--- config.mk ---
export PLATFORM = sky130hd
export DESIGN_NAME = ex_stage
export DESIGN_NICKNAME = d
export VERILOG_FILES = /design/src/rtl/ex_stage.sv
export SDC_FILE = /design/constraint.sdc
export NUM_CORES = 1
export LEC_CHECK = 0
export ABC_AREA = 1
export BUFFER_PORTS_ARGS = -buffer_cell sky130_fd_sc_hd__buf_2
export CAP_MARGIN = 20
export CORE_MARGIN = 3
export CORE_UTILIZATION = 50
export DETAILED_ROUTE_END_ITERATION = 10
export PLACE_DENSITY = 0.79
export SLEW_MARGIN = 20
export SYNTH_ARGS = -nofsm -noshare
export SYNTH_HDL_FRONTEND = slang
export SYNTH_SLANG_ARGS = --single-unit
--- constraint.sdc ---
create_clock -name CLK_EX -period 3.3 [get_ports CLK_EX]
set_clock_uncertainty 0.1 [all_clocks]
set_input_delay 0 -clock CLK_EX [delete_from_list [all_inputs] [get_ports CLK_EX]]
set_output_delay 0 -clock CLK_EX [all_outputs]
set_load 0.05 [all_outputs]
--- src/rtl/ex_stage.sv ---
// Purpose     : cpu15 execute stage; operand select with write-back forwarding, ALU, iterative shifter.
// Latency     : single-cycle ops write back 1 edge after accept; shifts write back amount+1 edges after accept.
// Backpressure: IN_READY low while a shift is in progress and during RESET; upstream holds its instruction.
//
// Ports:
//   CLK_EX            stage clock, shared with the write-back register file
//   RESET             synchronous active-high reset
//   IN_VALID/IN_READY instruction handshake (accept = both high at a rising edge)
//   OP, N_RD, N_RS    opcode, destination/first operand index, second operand index
//   IMM               8-bit immediate for LDL/LDH
//   REG_0..REG_7      register-file read values
//   N_REG/REG_IN/REG_WEN  write-back index, data, one-cycle enable pulse
//   BUSY              high while the iterative shifter is running
module ex_stage #(
    parameter int DW  = 16,
    parameter int SHW = 4
) (
    input  logic          CLK_EX,
    input  logic          RESET,
    input  logic          IN_VALID,
    output logic          IN_READY,
    input  logic [3:0]    OP,
    input  logic [2:0]    N_RD,
    input  logic [2:0]    N_RS,
    input  logic [7:0]    IMM,
    input  logic [DW-1:0] REG_0,
    input  logic [DW-1:0] REG_1,
    input  logic [DW-1:0] REG_2,
    input  logic [DW-1:0] REG_3,
    input  logic [DW-1:0] REG_4,
    input  logic [DW-1:0] REG_5,
    input  logic [DW-1:0] REG_6,
    input  logic [DW-1:0] REG_7,
    output logic [2:0]    N_REG,
    output logic [DW-1:0] REG_IN,
    output logic          REG_WEN,
    output logic          BUSY
);

    localparam logic [3:0] OP_MOV = 4'd0;
    localparam logic [3:0] OP_ADD = 4'd1;
    localparam logic [3:0] OP_SUB = 4'd2;
    localparam logic [3:0] OP_AND = 4'd3;
    localparam logic [3:0] OP_OR  = 4'd4;
    localparam logic [3:0] OP_SL  = 4'd5;
    localparam logic [3:0] OP_SR  = 4'd6;
    localparam logic [3:0] OP_SRA = 4'd7;
    localparam logic [3:0] OP_LDL = 4'd8;
    localparam logic [3:0] OP_LDH = 4'd9;

    typedef enum logic {S_IDLE, S_SHIFT} state_t;

    state_t          r_state, w_state_nxt;
    logic [DW-1:0]   r_acc, w_acc_nxt;
    logic [SHW-1:0]  r_cnt, w_cnt_nxt;
    logic [3:0]      r_op, w_op_nxt;
    logic [2:0]      r_rd, w_rd_nxt;
    logic [DW-1:0]   r_reg_in, w_reg_in_nxt;
    logic [2:0]      r_n_reg, w_n_reg_nxt;
    logic            r_wen, w_wen_nxt;
    logic            r_busy, w_busy_nxt;

    logic [DW-1:0]   w_rf [8];
    logic [DW-1:0]   w_a, w_b;
    logic            w_accept;

    assign w_rf[0] = REG_0;
    assign w_rf[1] = REG_1;
    assign w_rf[2] = REG_2;
    assign w_rf[3] = REG_3;
    assign w_rf[4] = REG_4;
    assign w_rf[5] = REG_5;
    assign w_rf[6] = REG_6;
    assign w_rf[7] = REG_7;

    // The register file only captures REG_IN on the edge where REG_WEN is
    // high, so during that cycle its output for N_REG is still stale.
    assign w_a = (r_wen && (r_n_reg == N_RD)) ? r_reg_in : w_rf[N_RD];
    assign w_b = (r_wen && (r_n_reg == N_RS)) ? r_reg_in : w_rf[N_RS];

    assign IN_READY = (r_state == S_IDLE) && !RESET;
    assign w_accept = IN_VALID && IN_READY;

    assign N_REG   = r_n_reg;
    assign REG_IN  = r_reg_in;
    assign REG_WEN = r_wen;
    assign BUSY    = r_busy;

    always_comb begin
        w_state_nxt  = r_state;
        w_acc_nxt    = r_acc;
        w_cnt_nxt    = r_cnt;
        w_op_nxt     = r_op;
        w_rd_nxt     = r_rd;
        w_reg_in_nxt = r_reg_in;
        w_n_reg_nxt  = r_n_reg;
        w_busy_nxt   = r_busy;
        // Enable is a pulse: every edge that produces no result clears it.
        w_wen_nxt    = 1'b0;

        case (r_state)
            S_IDLE: begin
                if (w_accept) begin
                    case (OP)
                        OP_MOV, OP_ADD, OP_SUB, OP_AND, OP_OR, OP_LDL, OP_LDH: begin
                            w_wen_nxt   = 1'b1;
                            w_n_reg_nxt = N_RD;
                            case (OP)
                                OP_MOV:  w_reg_in_nxt = w_b;
                                OP_ADD:  w_reg_in_nxt = w_a + w_b;
                                OP_SUB:  w_reg_in_nxt = w_a - w_b;
                                OP_AND:  w_reg_in_nxt = w_a & w_b;
                                OP_OR:   w_reg_in_nxt = w_a | w_b;
                                OP_LDL:  w_reg_in_nxt = {{(DW-8){1'b0}}, IMM};
                                default: w_reg_in_nxt = {IMM, w_a[7:0]};
                            endcase
                        end
                        OP_SL, OP_SR, OP_SRA: begin
                            w_acc_nxt   = w_a;
                            w_cnt_nxt   = w_b[SHW-1:0];
                            w_op_nxt    = OP;
                            w_rd_nxt    = N_RD;
                            w_busy_nxt  = 1'b1;
                            w_state_nxt = S_SHIFT;
                        end
                        default: ; // A..F: consumed as NOP
                    endcase
                end
            end
            S_SHIFT: begin
                if (r_cnt != '0) begin
                    case (r_op)
                        OP_SL:   w_acc_nxt = {r_acc[DW-2:0], 1'b0};
                        OP_SR:   w_acc_nxt = {1'b0, r_acc[DW-1:1]};
                        default: w_acc_nxt = {r_acc[DW-1], r_acc[DW-1:1]};
                    endcase
                    w_cnt_nxt = r_cnt - SHW'(1);
                end else begin
                    w_reg_in_nxt = r_acc;
                    w_n_reg_nxt  = r_rd;
                    w_wen_nxt    = 1'b1;
                    w_busy_nxt   = 1'b0;
                    w_state_nxt  = S_IDLE;
                end
            end
            default: w_state_nxt = S_IDLE;
        endcase
    end

    always_ff @(posedge CLK_EX) begin
        if (RESET) begin
            r_state  <= S_IDLE;
            r_acc    <= '0;
            r_cnt    <= '0;
            r_op     <= '0;
            r_rd     <= '0;
            r_reg_in <= '0;
            r_n_reg  <= '0;
            r_wen    <= 1'b0;
            r_busy   <= 1'b0;
        end else begin
            r_state  <= w_state_nxt;
            r_acc    <= w_acc_nxt;
            r_cnt    <= w_cnt_nxt;
            r_op     <= w_op_nxt;
            r_rd     <= w_rd_nxt;
            r_reg_in <= w_reg_in_nxt;
            r_n_reg  <= w_n_reg_nxt;
            r_wen    <= w_wen_nxt;
            r_busy   <= w_busy_nxt;
        end
    end

endmodule

# Word level (Yosys, flattened, before mapping)
# Index checks and enable logic that the tools add are counted.
[word_totals]
ff_bits = 49
in_bits = 149
out_inout_bits = 22
[op_classes]
add_sub_neg = 3
n_lt_le_gt_ge = 2
n_eq_ne = 19
n_mux = 38
bitwise = 5
reduce_logical = 14
[op_table]
columns = ["cell", "count"]
rows = [
  ["$mux W16", 12],
  ["$bmux W16 S3", 2],
  ["$pmux W16 S2", 3],
  ["$pmux W16 S6", 1],
  ["$eq A4 B3 Y1 const B", 6],
  ["$add A16 B16 Y16", 1],
  ["$and A16 B16 Y16", 1],
  ["$or A16 B16 Y16", 1],
  ["$sub A16 B16 Y16", 1],
  ["$mux W4", 3],
  ["$reduce_and A3 Y1", 4],
  ["$mux W1", 9],
  ["$mux W3", 3],
  ["$eq A4 B2 Y1 const B", 2],
  ["$eq A4 B4 Y1 const B", 2],
  ["$ge A4 B4 Y1 const B", 2],
  ["$not A3 Y4", 2],
  ["$pmux W4 S2", 1],
  ["$reduce_or A7 Y1", 1],
  ["$eq A3 B3 Y1", 2],
  ["$ne A2 B1 Y1 const B", 3],
  ["$pmux W1 S2", 3],
  ["$pmux W3 S2", 1],
  ["$eq A4 B1 Y1 const B", 1],
  ["other kinds (10)", 14],
]

# Longest topological paths before layout
# Gate-level depths: netlist (run 1).
[depth]
ltp_word = 10
depth_mapped = 30
mapped_depth_nobuf = 29

# Worst setup path after synthesis (run 1)
# OpenSTA, ideal clock, no wires.
[synth_timing]
path_kind = "register to register"
startpoint = "register r_n_reg[1], in the netlist N_REG[1]"
endpoint = "register r_reg_in[13], in the netlist REG_IN[13]"
setup_ns = 0.132
t_arrival_ns = 3.676
required_time_ns = 3.068
setup_slack_ns = -0.608
path_stages_with_launch = 28
path_buffers = 0
synth_period_minus_slack_ns = 3.908
cell_sequence = "dfxtp_1 inv_1 nand2_1 nand2_1 nor2_4 nand2_4 nand3_1 nand2_1 inv_1 ha_1 inv_1 nor2_1 nand4_1 nor2_1 nor2_1 xor2_1 ha_1 a21oi_1 nor2_1 a211oi_1 nand3_1 nand2_1 nand3_1 or2_2 nand3_1 nand2_1 nand2_1 a21oi_1"
[synth_between]
elab_chain_cells = 8
elab_cells_between_ends = 14
classes_between = "add/sub (2); eq/ne (2); mux (6); bitwise (2); reduce/logical (2)"
[synth_lines]
columns = ["element", "line", "source"]
rows = [
  ["start: declaration", "59", "logic [2:0] r_n_reg, w_n_reg_nxt;"],
  ["start signal: assignment", "168", "r_n_reg <= w_n_reg_nxt;"],
  ["$eq A3 B3 Y1 (on tied branches)", "78, 79", ""],
  ["$logic_and A1 B1 Y1 (on tied branches)", "78, 79", ""],
  ["$mux W16 (on tied branches)", "78, 79", ""],
  ["$sub A16 B16 Y16, or another cell as far along", "111", "OP_SUB: w_reg_in_nxt = w_a - w_b;"],
  ["$pmux W16 S6 *", "108", "case (OP)"],
  ["$mux W16 *", "104", "case (OP)"],
  ["$mux W16 *", "103", "if (w_accept) begin"],
  ["$pmux W16 S2 *", "101", "case (r_state)"],
  ["end signal: assignment", "167", "r_reg_in <= w_reg_in_nxt;"],
  ["end: declaration", "58", "logic [DW-1:0] r_reg_in, w_reg_in_nxt;"],
]
# Every way passes the cells marked *; elsewhere a longest branch is shown, timed or not. The select of a mux whose other input is x is not followed.
# A chain may end at the register's enable or synchronous reset.

# Final worst setup path (run 1)
[layout_timing]
startpoint = "register r_n_reg[2], in the netlist N_REG[2]"
endpoint = "register r_reg_in[14], in the netlist REG_IN[14]"
# Same word-level chain as after synthesis.

==> reports/metrics.cfg, run 1 <==
[status]
outcome = complete, but fails checks
violations = negative setup slack

[synthesis]
ys_top_cells_by_count = nand2_1 (301), inv_1 (160), o21ai_0 (159)
synth_seq_cells = 49
synth_edf_count = 0
synth_most_common_cell = nand2_1
syn_area_um2 = 6800
syn_area_per_cell_um2 = 5.47
synth-main-ff-cell = dfxtp_1
synth_top_area_frac = 0.166
synthesis.nets = 1417
synth.distinct_cells = 46
ys_seq_area_frac = 0.144
async_flop_share = 0
synth_top_cell_by_area = nand2_1
synthCells = 1245
synth_area_leaders = nand2_1 (17%), dfxtp_1 (14%), o21ai_0 (12%), nand3_1 (9.2%), inv_1 (8.8%)
yosys_warnings = 0

[die]
rows = 41
io_pins = 171
core_um2 = 13000
die-area_um2 = 15000
start_util = 0.524
dieWidth_um = 123
die_h_um = 123

[finish]
layout.nets = 1674
multi_input_area_um2 = 5180
final_cell_count_no_fill = 1675
layout-drive-gt1-share = 0.301
area_growth_syn_to_layout_pct = 37.1
regArea_um2 = 993
design_area_um2 = 9330
final_core_util = 0.719
n_fill_cell = 1142
diodes = 0

[sta]
period_minus_slack_ns = 3.68
fin_ws_ns = -0.382
setup_violations = 10
tightest_slew_ns = 0.707
hold_slack_ns = 0.0237
fmax_mhz = 272
min_period_over_period = 1.12
rsz0062_at_grt = true
maxSlewHeadroom = 0.529
hold_viol_final = 0
maxSlewViolCount = 0

[clocking]
cts_root_buffer = clkbuf_16
htreeDepth = 2
cts_buffer_depth = 2
cts_sinks = 49
clock_latency_ns = 0.31
cts_buffers = 5
cts_tree = built
clk_pin_slew_ns = 0.08

[detailed_routing]
vias_per_cell = 5.88
post_drt_wl_per_cell_um = 17.0
wl_um = 28400
dr.first_iter.drc_count = 1281
first_pass_iters = 6
vias = 9851
ant_nets = 0
post-route-drc-count = 0

[global_route]
grt_max_degree = 42
grt_pass1_wl_um = 43800
antenna_found_initial = 0
overflow = 0
grt_usage = 0.361
grt_pass1_vias = 9041

[worst_setup_path]
crit_family = simple AND/OR/NAND/NOR gates
cp.required_ns = 3.44
critPathBufInv = 3
start_kind = flip-flop
max_stage_delay_ns = 0.38
arrival_ns = 3.82
worst-path-max-fanout = 8
slowest_stage = dfxtp_4
crit_path_end_kind = flip-flop
critPathKind = reg2reg

[placed_design]
gp_congestion = 0.975
post_dp_cell_area_um2 = 8530
numPlacedInstances = 1638
post-dp-hpwl_um = 20900
io_buffers = 170

[power_and_ir_drop]
leakagePower_nw = 4.78
total_power_mw = 2.96
ir_worst_vdd_v = 0.000217
p_per_area_nw_per_um2 = 317

[job]
maxCapViolCount = 0

[hold_path]
min_path_type = in2reg

-- state kept, by name (all words and copies together), names as in the netlist --
register  count
REG_WEN       1
r_cnt         4
r_acc        16
r_rd          3
BUSY          1
r_state       1
r_op          4
N_REG         3
REG_IN       16
-- worst reg2reg max path, delay by kind of cell, from the launching register on --
| kind | cells | cell delay [ns] |
|---|---|---|
| flops | 1 | 0.38 |
| compound gates | 5 | 0.67 |
| xor+xnor | 1 | 0.15 |
| buf+inv | 3 | 0.15 |
| fa+ha+maj | 2 | 0.48 |
| simple gates | 16 | 1.67 |
-- through the flow --
step	setup slack, ns	setup TNS (ns)
final	-0.382	-2.22
after global routing	-0.579	-4.45
after CTS	-0.168	-0.742
after detailed placement	-0.299	-2.03
after global placement	-0.182	-1.01
after floorplan	-0.169	-0.351
-- final timing paths --
path / from / to / slack, ns / cells after the start
setup reg to reg: N_REG[2]$_SDFFE_PP0P_ / REG_IN[14]$_SDFFE_PP0P_ / -0.38 / 27
hold / removal: RESET / REG_IN[13]$_SDFFE_PP0P_ / 0.02 / 2
setup / recovery: N_REG[2]$_SDFFE_PP0P_ / REG_IN[14]$_SDFFE_PP0P_ / -0.38 / 27
hold reg to reg: r_op[3]$_SDFFE_PP0P_ / r_op[3]$_SDFFE_PP0P_ / 0.35 / 2
-- timing repair --
item / 4_1_cts / 5_1_grt
endpoints found under the hold margin: 2 / 0
hold buffers: 2 / 0
setup buffers: 22 / 10
pin swaps: 50 / 27
gates resized for setup: 68 / 46
endpoints found under the setup margin: 10 / 13
-- layout make-up --
type,instances,area share
clock inverters,3,0.00268
flip-flops and latches,49,0.106
clock buffers,5,0.0134
multi-input cells,946,0.555
well taps,172,0.0231
inverters,174,0.0716
repair buffers,326,0.227
-- power breakdown --
part,switching (mW),internal [mW]
registers,0.0284,0.615
logic,1.00,0.755
clock network,0.265,0.288
total,1.30,1.66
-- logic make-up after synthesis --
family / synth area share
and+or+nand+nor: 0.341
AOI/OAI and AO/OA: 0.297
buffers and inverters: 0.153
DFF: 0.144
adders and majority gates: 0.0434
xor gates and xnor gates: 0.0219
-- routing by layer --
layer,GRT usage,vias up,share of wire
met4,0.150,0,0.049
met1,0.445,4390,0.37
met5,0,-,0
met3,0.0645,154,0.11
met2,0.618,648,0.47
li1,-,4659,-
-- layout by cell type (no fill, tap or decap), types with 14 or more instances in the layout --
master | Yosys | routed
nand2_1 | 301 | 281
inv_1 | 160 | 155
o211ai_1 | 26 | 26
ha_1 | 22 | 19
nand3_1 | 125 | 112
a21oi_1 | 106 | 88
dfxtp_1 | 49 | 45
a31oi_1 | 23 | 20
nand2_2 | 5 | 22
o21ai_0 | 159 | 144
buf_2 | 19 | 170
nor2_1 | 86 | 81
buf_4 | 5 | 139
o21ai_1 | 3 | 14
a21oi_2 | 1 | 17
Note: power is estimated with default switching activity, not from simulation.
==> run 2: changes to the inputs <==
--- a/config.mk
+++ b/config.mk
@@ -5,13 +5,13 @@
 export SDC_FILE = /design/constraint.sdc
 export NUM_CORES = 1
 export LEC_CHECK = 0
-export ABC_AREA = 1
 export BUFFER_PORTS_ARGS = -buffer_cell sky130_fd_sc_hd__buf_2
 export CAP_MARGIN = 20
 export CORE_MARGIN = 3
-export CORE_UTILIZATION = 50
+export CORE_UTILIZATION = 49
 export DETAILED_ROUTE_END_ITERATION = 10
-export PLACE_DENSITY = 0.79
+export GPL_TIMING_DRIVEN = 1
+export PLACE_DENSITY_LB_ADDON = 0.25
 export SLEW_MARGIN = 20
 export SYNTH_ARGS = -nofsm -noshare
 export SYNTH_HDL_FRONTEND = slang
==> run 2 against run 1 <==
Critical path depth fell by 11. Critical endpoint is now REG_IN[11]$_SDFFE_PP0P_. Combinational power is essentially flat. The flow still finishes with violations (negative setup slack). Highest routed layer unchanged. Synthesized cell count down 43%. Wire length down 14%.
==> reports/metrics.cfg, run 2 <==
[status]
outcome = complete, but fails checks
violations = negative setup slack

[die]
die-area_um2 = 14000
dieWidth_um = 118
start_util = 0.507
io_pins = 171
rows = 40
die_h_um = 118
core_um2 = 12200

[power_and_ir_drop]
p_switching_mw = 1.15
p_int_mw = 1.93
switching_share = 0.374
sequentialPowerShare = 0.209
p_per_area_nw_per_um2 = 364
leakagePower_nw = 3.64
ir_worst_vdd_v = 0.000198
clockPowerShare = 0.219
pwr-share-comb = 0.572
total_power_mw = 3.08

[worst_setup_path]
worst-path-max-fanout = 6
start_kind = flip-flop
cp.required_ns = 3.36
critPathKind = reg2reg
crit_path_end_kind = flip-flop
regToRegSetupSlack_ns = -0.33
r2r-start = N_REG[0]$_SDFFE_PP0P_
r2r_cells = 16
arrival_ns = 3.69
worst_r2r_endpoint = REG_IN[11]$_SDFFE_PP0P_

[synthesis]
syn_area_per_cell_um2 = 8.69
ys_top_cells_by_count = a21oi_1 (78), nand2_1 (78), nor2_1 (67)
synth-main-ff-cell = dfxtp_1
ys_seq_area_frac = 0.159
synth_seq_cells = 49
synth_area_leaders = mux4_2 (24%), dfxtp_1 (16%), mux2i_1 (7.5%), a21oi_1 (6.3%), nand2_1 (4.7%)
async_flop_share = 0
synth.distinct_cells = 64
synthCells = 710
synth_edf_count = 0
syn_area_um2 = 6170
synth_top_cell_by_area = mux4_2
synth_top_area_frac = 0.241
synthesis.nets = 882
yosys_warnings = 0

[finish]
layout.nets = 1132
area_growth_syn_to_layout_pct = 37.2
n_fill_cell = 992
layout-drive-gt1-share = 0.458
layout_commonest_cell = buf_2
design_area_um2 = 8460
mostFrequentLayoutCells = buf_2 (170), buf_4 (125), nand2_1 (77)

[detailed_routing]
post_drt_wl_per_cell_um = 21.6
dr.first_iter.drc_count = 680
wl_um = 24400
post-route-drc-count = 0
vias = 7058
ant_nets = 0
first_pass_iters = 6
vias_per_cell = 6.23

[clocking]
cts_buffer_depth = 2
cts_sinks = 49
clock_latency_ns = 0.29
htreeDepth = 2
cts_root_buffer = clkbuf_16
cts_tree = built
clk_pin_slew_ns = 0.07
cts_buffers = 5

[job]
maxCapViolCount = 0

[global_route]
overflow = 0
grt_pass1_vias = 7071
grt_pass1_wl_um = 37200
antenna_found_initial = 3
grt_usage = 0.337
grt_max_degree = 54

[placed_design]
pre_cts_slack_ns = -0.550
post-dp-hpwl_um = 19900
io_buffers = 170
post_dp_cell_area_um2 = 7980
gp_congestion = 0.977

[hold_path]
min_path_type = in2reg
holdPathStages = 4
hp-start = RESET
hold-path-endpoint = REG_IN[15]$_SDFFE_PP0P_

[sta]
fin_ws_ns = -0.333
maxSlewHeadroom = 0.426
rsz0062_at_grt = true
setup_violations = 11
period_minus_slack_ns = 3.63
tightest_slew_ns = 0.851
fmax_mhz = 275
hold_viol_final = 0
min_period_over_period = 1.10
maxSlewViolCount = 0

==> run 2: cells by family (layout without fill, tap and decap cells) <==
logic type                 count (synthesis)  count (layout)  share of synthesized area
AOI/OAI and AO/OA                        205             205                      0.207
xor gates and xnor gates                  37              37                     0.0525
adders and majority gates                 23              23                     0.0479
buffers and inverters                     77             328                     0.0544
DFF                                       49              49                      0.159
muxes                                    124             124                      0.340
other                                      0               3                          0
and+or+nand+nor                          195             195                      0.140
==> run 2: layer usage <==
layer	part of all wire	global-route usage
met2	0.49	0.582
met5	0	0
met1	0.39	0.414
met4	0.041	0.144
met3	0.077	0.0598
==> run 2: how the worst max path moves through the flow <==
| stage | from | to | slack (ns) |
|---|---|---|---|
| floorplan | N_RS[0] | REG_IN[8]$_SDFFE_PP0P_ | -0.44 |
| global placement | N_RS[0] | REG_IN[12]$_SDFFE_PP0P_ | -0.45 |
| detailed placement | N_RS[0] | REG_IN[13]$_SDFFE_PP0P_ | -0.55 |
| CTS | N_REG[0]$_SDFFE_PP0P_ | REG_IN[11]$_SDFFE_PP0P_ | -0.32 |
| global route | N_REG[0]$_SDFFE_PP0P_ | REG_IN[8]$_SDFFE_PP0P_ | -0.51 |
| finish | N_REG[0]$_SDFFE_PP0P_ | REG_IN[11]$_SDFFE_PP0P_ | -0.33 |
==> run 2: layout make-up <==
class                           instances  area (µm²)  share of cell area
Multi-Input combinational cell        584        5120               0.605
Timing Repair Buffer                  302        1860               0.220
Sequential cell                        49         995               0.118
Tap cell                              168         210              0.0248
Clock buffer                            5         125              0.0148
Inverter                               18        70.1             0.00828
Clock inverter                          3        68.8             0.00813
Antenna cell                            3        7.51            0.000887
==> run 2: what timing repair did <==
item,4_1_cts,5_1_grt
buffers inserted,7,3
endpoints found under the setup margin,11,14
resized for setup,20,25
hold buffers,3,0
endpoints found under the hold margin,3,0
pin swaps,28,25
==> run 2: through the flow <==
step           std cells  TNS, ns  utilization  hold slack (ns)
2_1_floorplan        710    -2.48            -          -0.0233
5_1_grt             1132    -4.70        0.696           0.0399
6_report            1132    -2.42        0.696           0.0289
3_5_place_dp        1112    -4.77        0.656            0.242
4_1_cts             1129    -2.18        0.686          0.00456
3_3_place_gp        1112    -4.05        0.656            0.233
==> run 2: critical path, stage by stage, from the launching register on <==
cell	delay, ns
dfxtp_4	0.36
xnor2_2	0.12
nand4_1	0.12
buf_6	0.16
or4_1	0.49
o21ai_2	0.13
a21oi_1	0.10
xor2_1	0.17
ha_1	0.34
nor3_1	0.22
nor2_1	0.10
a41o_1	0.30
a21o_1	0.21
a21oi_2	0.14
xnor2_1	0.08
a221oi_1	0.26
o32ai_1	0.10
==> run 2: power groups by stage <==
stage | Clock [mW] | Sequential [mW] | Combinational [mW]
after floorplan | 0 | 0.704 | 0.890
after global placement | 0 | 0.655 | 1.55
after detailed placement | 0 | 0.655 | 1.58
after CTS | 0.679 | 0.643 | 1.67
after global routing | 0.703 | 0.646 | 1.89
final | 0.675 | 0.645 | 1.76
==> run 3: changes to the inputs <==
--- a/config.mk
+++ b/config.mk
@@ -5,10 +5,11 @@
 export SDC_FILE = /design/constraint.sdc
 export NUM_CORES = 1
 export LEC_CHECK = 0
+export ABC_AREA = 1
 export BUFFER_PORTS_ARGS = -buffer_cell sky130_fd_sc_hd__buf_2
 export CAP_MARGIN = 20
 export CORE_MARGIN = 3
-export CORE_UTILIZATION = 49
+export CORE_UTILIZATION = 50
 export DETAILED_ROUTE_END_ITERATION = 10
 export GPL_TIMING_DRIVEN = 1
 export PLACE_DENSITY_LB_ADDON = 0.25
==> run 3 against run 2 <==
Worst hold slack got worse by 0.0014 ns. Largest cell class unchanged. First-iteration DRC count grew 91%. Critical path type unchanged. Critical path depth grew 12. Power decreased by 7.0%. Highest routed layer unchanged. Via count is 40% higher. Utilization grew 1.7 points. Clock power fell by 21%. The flow still finishes with violations (negative setup slack). Cell count rose by 47%.
==> reports/metrics.cfg, run 3 (synthesized netlist as in run 1, its figures left out) <==
[global_route]
grt_usage = 0.344
antenna_found_initial = 0
overflow = 0
grt_pass1_vias = 8676
grt_max_degree = 75
grt_pass1_wl_um = 41700

[finish]
layout-drive-gt1-share = 0.300
diodes = 0
multi_input_area_um2 = 5230
regArea_um2 = 993
mostFrequentLayoutCells = nand2_1 (275), buf_2 (170), inv_1 (155)
final_core_util = 0.713
layout.nets = 1659
area_growth_syn_to_layout_pct = 36.0
n_fill_cell = 1139
layout_commonest_cell = nand2_1
design_area_um2 = 9250

[clocking]
cts_root_buffer = clkbuf_16
cts_sinks = 49
cts_tree = built
clk_pin_slew_ns = 0.08
clock_latency_ns = 0.30
htreeDepth = 2
cts_buffer_depth = 2
cts_buffers = 5

[worst_setup_path]
slowest_stage = ha_1
start_kind = flip-flop
arrival_ns = 3.81
cp.required_ns = 3.40
crit_path_end_kind = flip-flop
critPathKind = reg2reg
cp_common_cell = nand2_1
worst-path-max-fanout = 5
critPathBufInv = 5
max_stage_delay_ns = 0.40
crit_family = simple AND/OR/NAND/NOR gates

[placed_design]
post_dp_cell_area_um2 = 8410
io_buffers = 170
gp_congestion = 0.964
post-dp-hpwl_um = 19900

[sta]
min_period_over_period = 1.13
setup_violations = 12
tightest_slew_ns = 0.733
fmax_mhz = 269
period_minus_slack_ns = 3.71
fin_ws_ns = -0.415
hold_viol_final = 0
rsz0062_at_grt = true
maxSlewViolCount = 0
maxSlewHeadroom = 0.511

[power_and_ir_drop]
p_per_area_nw_per_um2 = 310
ir_worst_vdd_v = 0.000234
leakagePower_nw = 4.71

[detailed_routing]
first_pass_iters = 6
vias_per_cell = 5.95
post_drt_wl_per_cell_um = 16.8
dr.first_iter.drc_count = 1299
vias = 9880
wl_um = 27900
ant_nets = 0
post-route-drc-count = 0

[die]
die_h_um = 123
io_pins = 171
die-area_um2 = 15000
core_um2 = 13000
rows = 41
start_util = 0.524
dieWidth_um = 123

[status]
outcome = complete, but fails checks
violations = negative setup slack

[job]
maxCapViolCount = 0

[hold_path]
min_path_type = in2reg

==> run 3: cell types whose count changed in the layout (fill, tap and decap cells not counted), moves of 11 or more <==
cell | previous run | this run
nor2_1 | 62 | 78
nand3_1 | 4 | 111
inv_1 | 14 | 155
nand3_2 | 1 | 14
nand2_1 | 77 | 275
inv_2 | 2 | 13
mux2i_1 | 45 | 0
xnor2_1 | 16 | 2
a21oi_1 | 68 | 92
o21ai_0 | 16 | 142
a31oi_1 | 3 | 20
nand2_2 | 1 | 29
o22ai_1 | 2 | 13
mux4_2 | 66 | 0
==> run 3: timing repair <==
action / 4_1_cts / 5_1_grt
setup buffers: 6 / 25
endpoints found under the hold margin: 2 / 0
hold buffers: 2 / 0
cloned: 1 / 0
pin swaps: 19 / 56
endpoints found under the setup margin: 11 / 13
gates resized for setup: 31 / 90
==> run 3: path summary, 6_finish.rpt <==
kind,startpoint,endpoint,slack [ns],cells past startpoint
max,N_REG[1]$_SDFFE_PP0P_,REG_IN[15]$_SDFFE_PP0P_,-0.41,28
min,RESET,REG_IN[12]$_SDFFE_PP0P_,0.03,2
max reg2reg,N_REG[1]$_SDFFE_PP0P_,REG_IN[15]$_SDFFE_PP0P_,-0.41,28
min reg2reg,r_op[3]$_SDFFE_PP0P_,r_op[3]$_SDFFE_PP0P_,0.35,2
==> run 3: worst reg2reg max path, delay by kind of cell (launching register included) <==
kind            cells  cell delay, ns
compound gates      1            0.09
xor+xnor            1            0.15
fa+ha+maj           2            0.53
buf+inv             5            0.47
flops               1            0.37
simple gates       19            1.90
==> run 3: routing by layer <==
metal | part of all wire | vias up | routed length (µm) | GRT usage
met2 | 0.46 | 671 | 13000 | 0.577
met5 | 0 | - | 0 | 0
li1 | - | 4623 | - | -
met4 | 0.053 | 0 | 1470 | 0.143
met1 | 0.37 | 4442 | 10300 | 0.433
met3 | 0.11 | 144 | 3170 | 0.0631
==> run 3: cell type report <==
type / instances / share of cell area
well taps: 172 / 0.0233
multi-input cells: 947 / 0.566
repair buffers: 310 / 0.216
clock buffers: 6 / 0.0139
clock inverters: 2 / 0.00149
flip-flops and latches: 49 / 0.107
inverters: 174 / 0.0722
==> run 3: report_power, final <==
group	total (mW)	switching (mW)	internal (mW)
sequential	0.643	0.0284	0.615
clock	0.534	0.250	0.284
combinational	1.69	0.973	0.717
total	2.87	1.25	1.62
==> run 3: stage by stage <==
stage / total power [mW] / setup TNS (ns) / hold WS (ns) / setup slack (ns) / cells
floorplan: 1.48 / -0.351 / -0.0236 / -0.169 / 1245
finish: 2.87 / -2.52 / 0.0275 / -0.415 / 1660
detailed placement: 2.00 / -1.78 / 0.256 / -0.293 / 1619
CTS: 2.60 / -0.761 / 0.0192 / -0.193 / 1636
global route: 3.03 / -4.80 / 0.0293 / -0.618 / 1660
global placement: 1.98 / -0.963 / 0.237 / -0.211 / 1619
